`src/rtl/max_log_map_siso.sv`:
```
// Max-Log-MAP soft-in/soft-out decoder for one 4-state (7,5) RSC constituent code.
// Alpha recursion runs while the block loads; beta/LLR recursion follows; results stream out in natural order.
module max_log_map_siso #(
    parameter int K     = 24,
    parameter int W     = 8,
    parameter int ACC_W = 12,
    parameter int TERM  = 0
) (
    input  logic         clk,
    input  logic         rst_n,
    input  logic         in_valid,
    output logic         in_ready,
    input  logic [W-1:0] in_sys,
    input  logic [W-1:0] in_par,
    input  logic [W-1:0] in_apr,
    output logic         out_valid,
    input  logic         out_ready,
    output logic [W-1:0] out_ext,
    output logic         out_hard,
    output logic         out_last,
    output logic         busy
);
    // Sums of alpha+gamma+beta need headroom beyond the stored metric width.
    localparam int SW = ACC_W + 3;
    localparam int KW = $clog2(K);

    typedef logic signed [ACC_W-1:0] metric_t;
    typedef logic signed [SW-1:0]    wide_t;

    localparam logic [KW-1:0] K_LAST = KW'(K - 1);
    localparam metric_t       ZERO   = '0;
    localparam metric_t       NEG    = {2'b11, {(ACC_W-2){1'b0}}};
    localparam wide_t         LE_MAX = wide_t'((1 << (W - 1)) - 1);

    localparam logic [1:0] S_LOAD = 2'd0;
    localparam logic [1:0] S_BWD  = 2'd1;
    localparam logic [1:0] S_OUT  = 2'd2;

    logic [1:0]    state;
    logic [KW-1:0] k_q;
    logic [KW-1:0] k_inc;
    logic          in_ready_q;
    logic          out_valid_q;
    logic [W-1:0]  out_ext_q;
    logic          out_hard_q;
    logic          out_last_q;
    metric_t       alpha_q [4];
    metric_t       beta_q  [4];
    metric_t       alpha_nx [4];
    metric_t       beta_nx  [4];
    logic [W-1:0]  ext_nx;
    logic          hard_nx;
    logic          accept;

    logic [W-1:0]  sys_mem  [K];
    logic [W-1:0]  par_mem  [K];
    logic [W-1:0]  apr_mem  [K];
    metric_t       alpha_mem [K][4];
    logic [W-1:0]  ext_mem  [K];
    logic          hard_mem [K];

    function automatic wide_t sext(input logic [W-1:0] x);
        return {{(SW-W){x[W-1]}}, x};
    endfunction

    function automatic wide_t gamma(input logic u, input logic p, input wide_t lsa, input wide_t lp);
        wide_t g;
        g = '0;
        if (u) g = g + lsa;
        if (p) g = g + lp;
        return g;
    endfunction

    assign accept = (state == S_LOAD) && in_valid && in_ready_q;
    assign k_inc  = k_q + 1'b1;

    // Forward step: state {a,d1} is reached from {d1,d2} for both values of d2.
    always_comb begin : alpha_step
        wide_t      best [4];
        wide_t      cand;
        wide_t      lsa;
        wide_t      lp;
        logic [1:0] sp;
        logic [1:0] s;
        logic       u;
        logic       p;
        // NOTE: every combinational variable gets a default before any conditional write, so no latch is inferred.
        lsa = sext(in_sys) + sext(in_apr);
        lp  = sext(in_par);
        for (int i = 0; i < 4; i++) begin
            sp      = 2'(i);
            best[i] = '0;
            for (int d2 = 0; d2 < 2; d2++) begin
                s    = {sp[0], 1'(d2)};
                u    = sp[1] ^ sp[0] ^ 1'(d2);
                p    = sp[1] ^ 1'(d2);
                cand = wide_t'(alpha_q[s]) + gamma(u, p, lsa, lp);
                if (d2 == 0 || cand > best[i]) best[i] = cand;
            end
        end
        for (int i = 0; i < 4; i++) alpha_nx[i] = metric_t'(best[i] - best[0]);
    end

    // Backward step and a-posteriori LLR for trellis step k_q.
    always_comb begin : beta_step
        wide_t      bbest [4];
        wide_t      cand;
        wide_t      m0;
        wide_t      m1;
        wide_t      lsa;
        wide_t      lp;
        wide_t      lapp;
        wide_t      le;
        wide_t      le_sat;
        logic [1:0] s;
        logic [1:0] nx;
        logic       u;
        logic       a;
        logic       p;
        lsa = sext(sys_mem[k_q]) + sext(apr_mem[k_q]);
        lp  = sext(par_mem[k_q]);
        m0  = '0;
        m1  = '0;
        for (int i = 0; i < 4; i++) begin
            s        = 2'(i);
            bbest[i] = '0;
            for (int j = 0; j < 2; j++) begin
                u    = 1'(j);
                a    = u ^ s[1] ^ s[0];
                p    = a ^ s[0];
                nx   = {a, s[1]};
                cand = gamma(u, p, lsa, lp) + wide_t'(beta_q[nx]);
                if (j == 0 || cand > bbest[i]) bbest[i] = cand;
                cand = cand + wide_t'(alpha_mem[k_q][s]);
                if (u) begin
                    if (i == 0 || cand > m1) m1 = cand;
                end else begin
                    if (i == 0 || cand > m0) m0 = cand;
                end
            end
        end
        for (int i = 0; i < 4; i++) beta_nx[i] = metric_t'(bbest[i] - bbest[0]);
        lapp = m1 - m0;
        le   = lapp - lsa;
        if (le > LE_MAX)       le_sat = LE_MAX;
        else if (le < -LE_MAX) le_sat = -LE_MAX;
        else                   le_sat = le;
        ext_nx  = W'(le_sat);
        hard_nx = (lapp > 0);
    end

    // NOTE: block storage carries no reset; state and k_q alone decide which entries are meaningful.
    always_ff @(posedge clk) begin
        if (accept) begin
            sys_mem[k_q] <= in_sys;
            par_mem[k_q] <= in_par;
            apr_mem[k_q] <= in_apr;
            for (int i = 0; i < 4; i++) alpha_mem[k_q][i] <= alpha_q[i];
        end
        if (state == S_BWD) begin
            ext_mem[k_q]  <= ext_nx;
            hard_mem[k_q] <= hard_nx;
        end
    end

    // NOTE: sequential state uses non-blocking assignments so every flop samples pre-edge values.
    always_ff @(posedge clk or negedge rst_n) begin
        if (!rst_n) begin
            state       <= S_LOAD;
            k_q         <= '0;
            in_ready_q  <= 1'b0;
            out_valid_q <= 1'b0;
            out_ext_q   <= '0;
            out_hard_q  <= 1'b0;
            out_last_q  <= 1'b0;
            for (int i = 0; i < 4; i++) begin
                alpha_q[i] <= (i == 0) ? ZERO : NEG;
                beta_q[i]  <= ZERO;
            end
        end else begin
            case (state)
                S_LOAD: begin
                    in_ready_q <= 1'b1;
                    if (accept) begin
                        for (int i = 0; i < 4; i++) alpha_q[i] <= alpha_nx[i];
                        if (k_q == K_LAST) begin
                            state      <= S_BWD;
                            in_ready_q <= 1'b0;
                            for (int i = 0; i < 4; i++)
                                beta_q[i] <= (TERM != 0 && i != 0) ? NEG : ZERO;
                        end else begin
                            k_q <= k_inc;
                        end
                    end
                end
                S_BWD: begin
                    for (int i = 0; i < 4; i++) beta_q[i] <= beta_nx[i];
                    if (k_q == '0) begin
                        // Beat 0 is produced on the final backward step, so bypass the memory.
                        state       <= S_OUT;
                        out_valid_q <= 1'b1;
                        out_ext_q   <= ext_nx;
                        out_hard_q  <= hard_nx;
                        out_last_q  <= 1'b0;
                    end else begin
                        k_q <= k_q - 1'b1;
                    end
                end
                S_OUT: begin
                    if (out_ready) begin
                        if (k_q == K_LAST) begin
                            state       <= S_LOAD;
                            k_q         <= '0;
                            in_ready_q  <= 1'b1;
                            out_valid_q <= 1'b0;
                            out_ext_q   <= '0;
                            out_hard_q  <= 1'b0;
                            out_last_q  <= 1'b0;
                            for (int i = 0; i < 4; i++) alpha_q[i] <= (i == 0) ? ZERO : NEG;
                        end else begin
                            k_q        <= k_inc;
                            out_ext_q  <= ext_mem[k_inc];
                            out_hard_q <= hard_mem[k_inc];
                            out_last_q <= (k_inc == K_LAST);
                        end
                    end
                end
                default: state <= S_LOAD;
            endcase
        end
    end

    assign in_ready  = in_ready_q;
    assign out_valid = out_valid_q;
    assign out_ext   = out_ext_q;
    assign out_hard  = out_hard_q;
    assign out_last  = out_last_q;
    assign busy      = (state == S_BWD) || (state == S_OUT);

endmodule

```
`config.mk`:
```
export PLATFORM = sky130hd
export DESIGN_NAME = max_log_map_siso
export DESIGN_NICKNAME = d
export VERILOG_FILES = /design/src/rtl/max_log_map_siso.sv
export SDC_FILE = /design/constraint.sdc
export NUM_CORES = 2
export LEC_CHECK = 0
export ABC_AREA = 1
export CAP_MARGIN = 25
export CORE_MARGIN = 2
export CORE_UTILIZATION = 60
export CTS_CLUSTER_DIAMETER = 100
export CTS_CLUSTER_SIZE = 30
export DETAILED_ROUTE_END_ITERATION = 8
export PLACE_DENSITY = 0.75
export SLEW_MARGIN = 25
export SYNTH_ARGS = -nofsm -noshare
export SYNTH_HDL_FRONTEND = slang
export SYNTH_SLANG_ARGS = --single-unit
```
`constraint.sdc`:
```
create_clock -name clk -period 35.3 [get_ports clk]
set_clock_uncertainty 0.05 [all_clocks]
set_input_delay 5.295 -clock clk [delete_from_list [all_inputs] [get_ports clk]]
set_output_delay 5.295 -clock clk [all_outputs]
set_load 0.005 [all_outputs]
```
==> out/qor.yml <==
outcome:
  outcome: "finished, final reports clean"
final_layout:
  fin_util_pct: 63.8
  final_cell_mix: "edfxtp_1, o21ai_0, nor2_1, nand2_1, inv_1"
  seqCellArea_um2: 52000
  multiInputGateArea_um2: 31200
  layout-drive-gt1-share_pct: 4.48
  nets: 8339
  syn_to_final_growth_pct: 5.75
  num-fill-cells: 11000
  final_common_cell: "edfxtp_1"
sta:
  worst_slew_margin_rel_pct: 21.6
  worst_pin_slew_ns: 1.16
  finalCritPeriodShare_pct: 55.2
  hold_violations: 0
  fin_setup_tns_ns: 0
  drv_slew: 0
  rsz0062_at_grt: "false"
  post-route-min-period_ns: 19.48
  fmax_ghz: 0.0513
  finalSetupViolCount: 0
critical_path:
  critPathSlowestCell: "buf_4"
  crit_path_end_kind: "flip-flop"
  cp_common_cell: "nand2_1"
  critPathKind: "flip-flop to flip-flop"
  required_ns: 35.87
  max_stage_delay_ns: 0.82
  startpoint_type: "flip-flop"
  critPathMaxFanout: 191
  arrival_ns: 20.05
floorplan:
  initial_core_util_pct: 60.3
  dieArea_um2: 147000
  die_x_um: 384
  ios: 41
  row_count: 139
  die_h_um: 384
  core_um2: 143000
global_route:
  grt_first_pass_wirelength_mm: 371
  grt.overflow.total: 0
  antenna_found_initial: 4
  grt_pass1_vias: 58800
  grt_use_total_pct: 33.8
  grt_max_degree: 192
cts:
  cts_tree: "built"
  cts_htree_levels: 3
  cts.sinks: 1747
  insertion_delay_ns: 0.75
  cts.clk_slew.worst_paths_ns: 0.11
  cts_hold_buf: 0
  cts_resized: 0
  cts_buffers: 72
  clock-root-buffer: "clkbuf_16"
  cts_buffer_depth: 3
  postCtsSetupRepairBufs: 0
drt:
  first_pass_iters: 6
  wl_per_cell_um: 25.8
  drt_iter0_drc: 8069
  vias: 62800
  drc: 0
  detail-route-antenna-nets: 0
  drt_wl_total_mm: 252
  via_per_inst: 6.44
place:
  gp_congestion: 0.984
  port_buffers: 40
  dp_hpwl_mm: 159
synth:
  synth.area.top_cells: "edfxtp_1, ha_1, o21ai_0"
  synthCells: 7931
  ys_seq_area_share_pct: 60.1
  netlist_area_um2: 86600
  synth_top_area_share_pct: 57.5
  synth-edff-count: 1656
  ys_ff_latch: 1747
  async_reset_ff_share_pct: 5.21
  syn_area_per_cell_um2: 10.9
  yosys_warnings: 0
  yosys.area.top_type: "edfxtp_1"
  ys.flop_type: "edfxtp_1"
  synth_cell_type_count: 64
worst_hold_path:
  hold_path.class: "flip-flop to flip-flop"
job:
  drv_cap: 0
Yosys cell counts, drive strengths merged, types with 17 or more instances:
master	instances
nand3b	22
fa	28
o221ai	211
clkbuf	359
nor3	65
inv	579
xor2	190
a21o	17
o211ai	71
nor2	1070
o31ai	23
dfrtp	85
a31oi	32
o21ai	1110
o21bai	62
nand2	839
nand3	222
xnor2	73
buf	26
o22ai	221
nand4	54
edfxtp	1656
a21oi	299
a31o	19
ha	486
path summary, 6_finish.rpt:
| path | startpoint | to | slack [ns] | cells past startpoint |
|---|---|---|---|---|
| setup / recovery | k_q[0] | out_ext[6] | 15.82 | 89 |
| hold / removal | beta_q[10] | beta_q[10] | 0.51 | 2 |
| setup reg to reg | k_q[0] | out_ext[6] | 15.82 | 89 |
| hold reg to reg | beta_q[10] | beta_q[10] | 0.51 | 2 |
| max in group asynchronous | rst_n | beta_q[11] | 29.49 | 3 |
| min in group asynchronous | rst_n | alpha_q[9] | 4.49 | 1 |
registers in the layout, summed over array words and instances, names as in the netlist:
name,cells
par_mem,192
ext_mem,192
state,2
out_valid,1
out_hard,1
out_last,1
k_q,5
sys_mem,192
out_ext,8
alpha_mem,864
alpha_q,36
hard_mem,24
in_ready,1
beta_q,36
apr_mem,192
layer usage:
layer | vias up | part of all wire (%) | track usage [%]
li1 | 28300 | - | -
met1 | 30400 | 39 | 46.8
met2 | 3454 | 46 | 53.3
met3 | 571 | 10 | 5.02
met4 | 2 | 4.8 | 14.8
met5 | - | 0.0052 | 0
layout make-up:
type | count | share of cell area (%)
multi-input combinational | 5224 | 34.1
inverter | 587 | 2.43
clock buffer | 101 | 2.13
timing repair buffer | 165 | 1.64
antenna | 2 | 0.00547
tap | 1903 | 2.60
sequential | 1747 | 56.8
clock inverter | 12 | 0.262
critical path: cells and delay by family (launching register included):
family,cells,cell delay (ns)
AO/OA/AOI/OAI,24,4.89
XOR/XNOR,6,1.66
adder cells (fa/ha/maj),9,3.05
buffers and inverters,14,4.06
flip-flops,1,0.75
AND/OR/NAND/NOR,36,4.60
metrics by stage:
stage	cell area (um^2)	instances	hold slack [ns]	worst slack [ns]
finish	91500	9741	0.505	15.82
global route	91500	9740	0.523	14.34
CTS	91400	9734	0.507	15.92
detailed placement	89200	9621	0.481	15.99
global placement	89100	9617	0.475	16.18
floorplan	86600	7943	0.420	20.30
cells by family (layout without fill, tap and decap cells):
| group | count (synthesis) | after routing | share of synthesized area (%) |
|---|---|---|---|
| compound gates | 2123 | 2123 | 14.4 |
| xor+xnor | 263 | 263 | 2.67 |
| fa+ha+maj | 514 | 514 | 7.67 |
| buf+inv | 972 | 865 | 4.25 |
| flops | 1747 | 1747 | 60.1 |
| other cells | 2 | 16 | 0.00868 |
| simple gates | 2310 | 2310 | 11.0 |
Power is left out: the tool's default activity adds up to more than one toggle a clock period on the data nets, which glitch-free logic cannot reach.
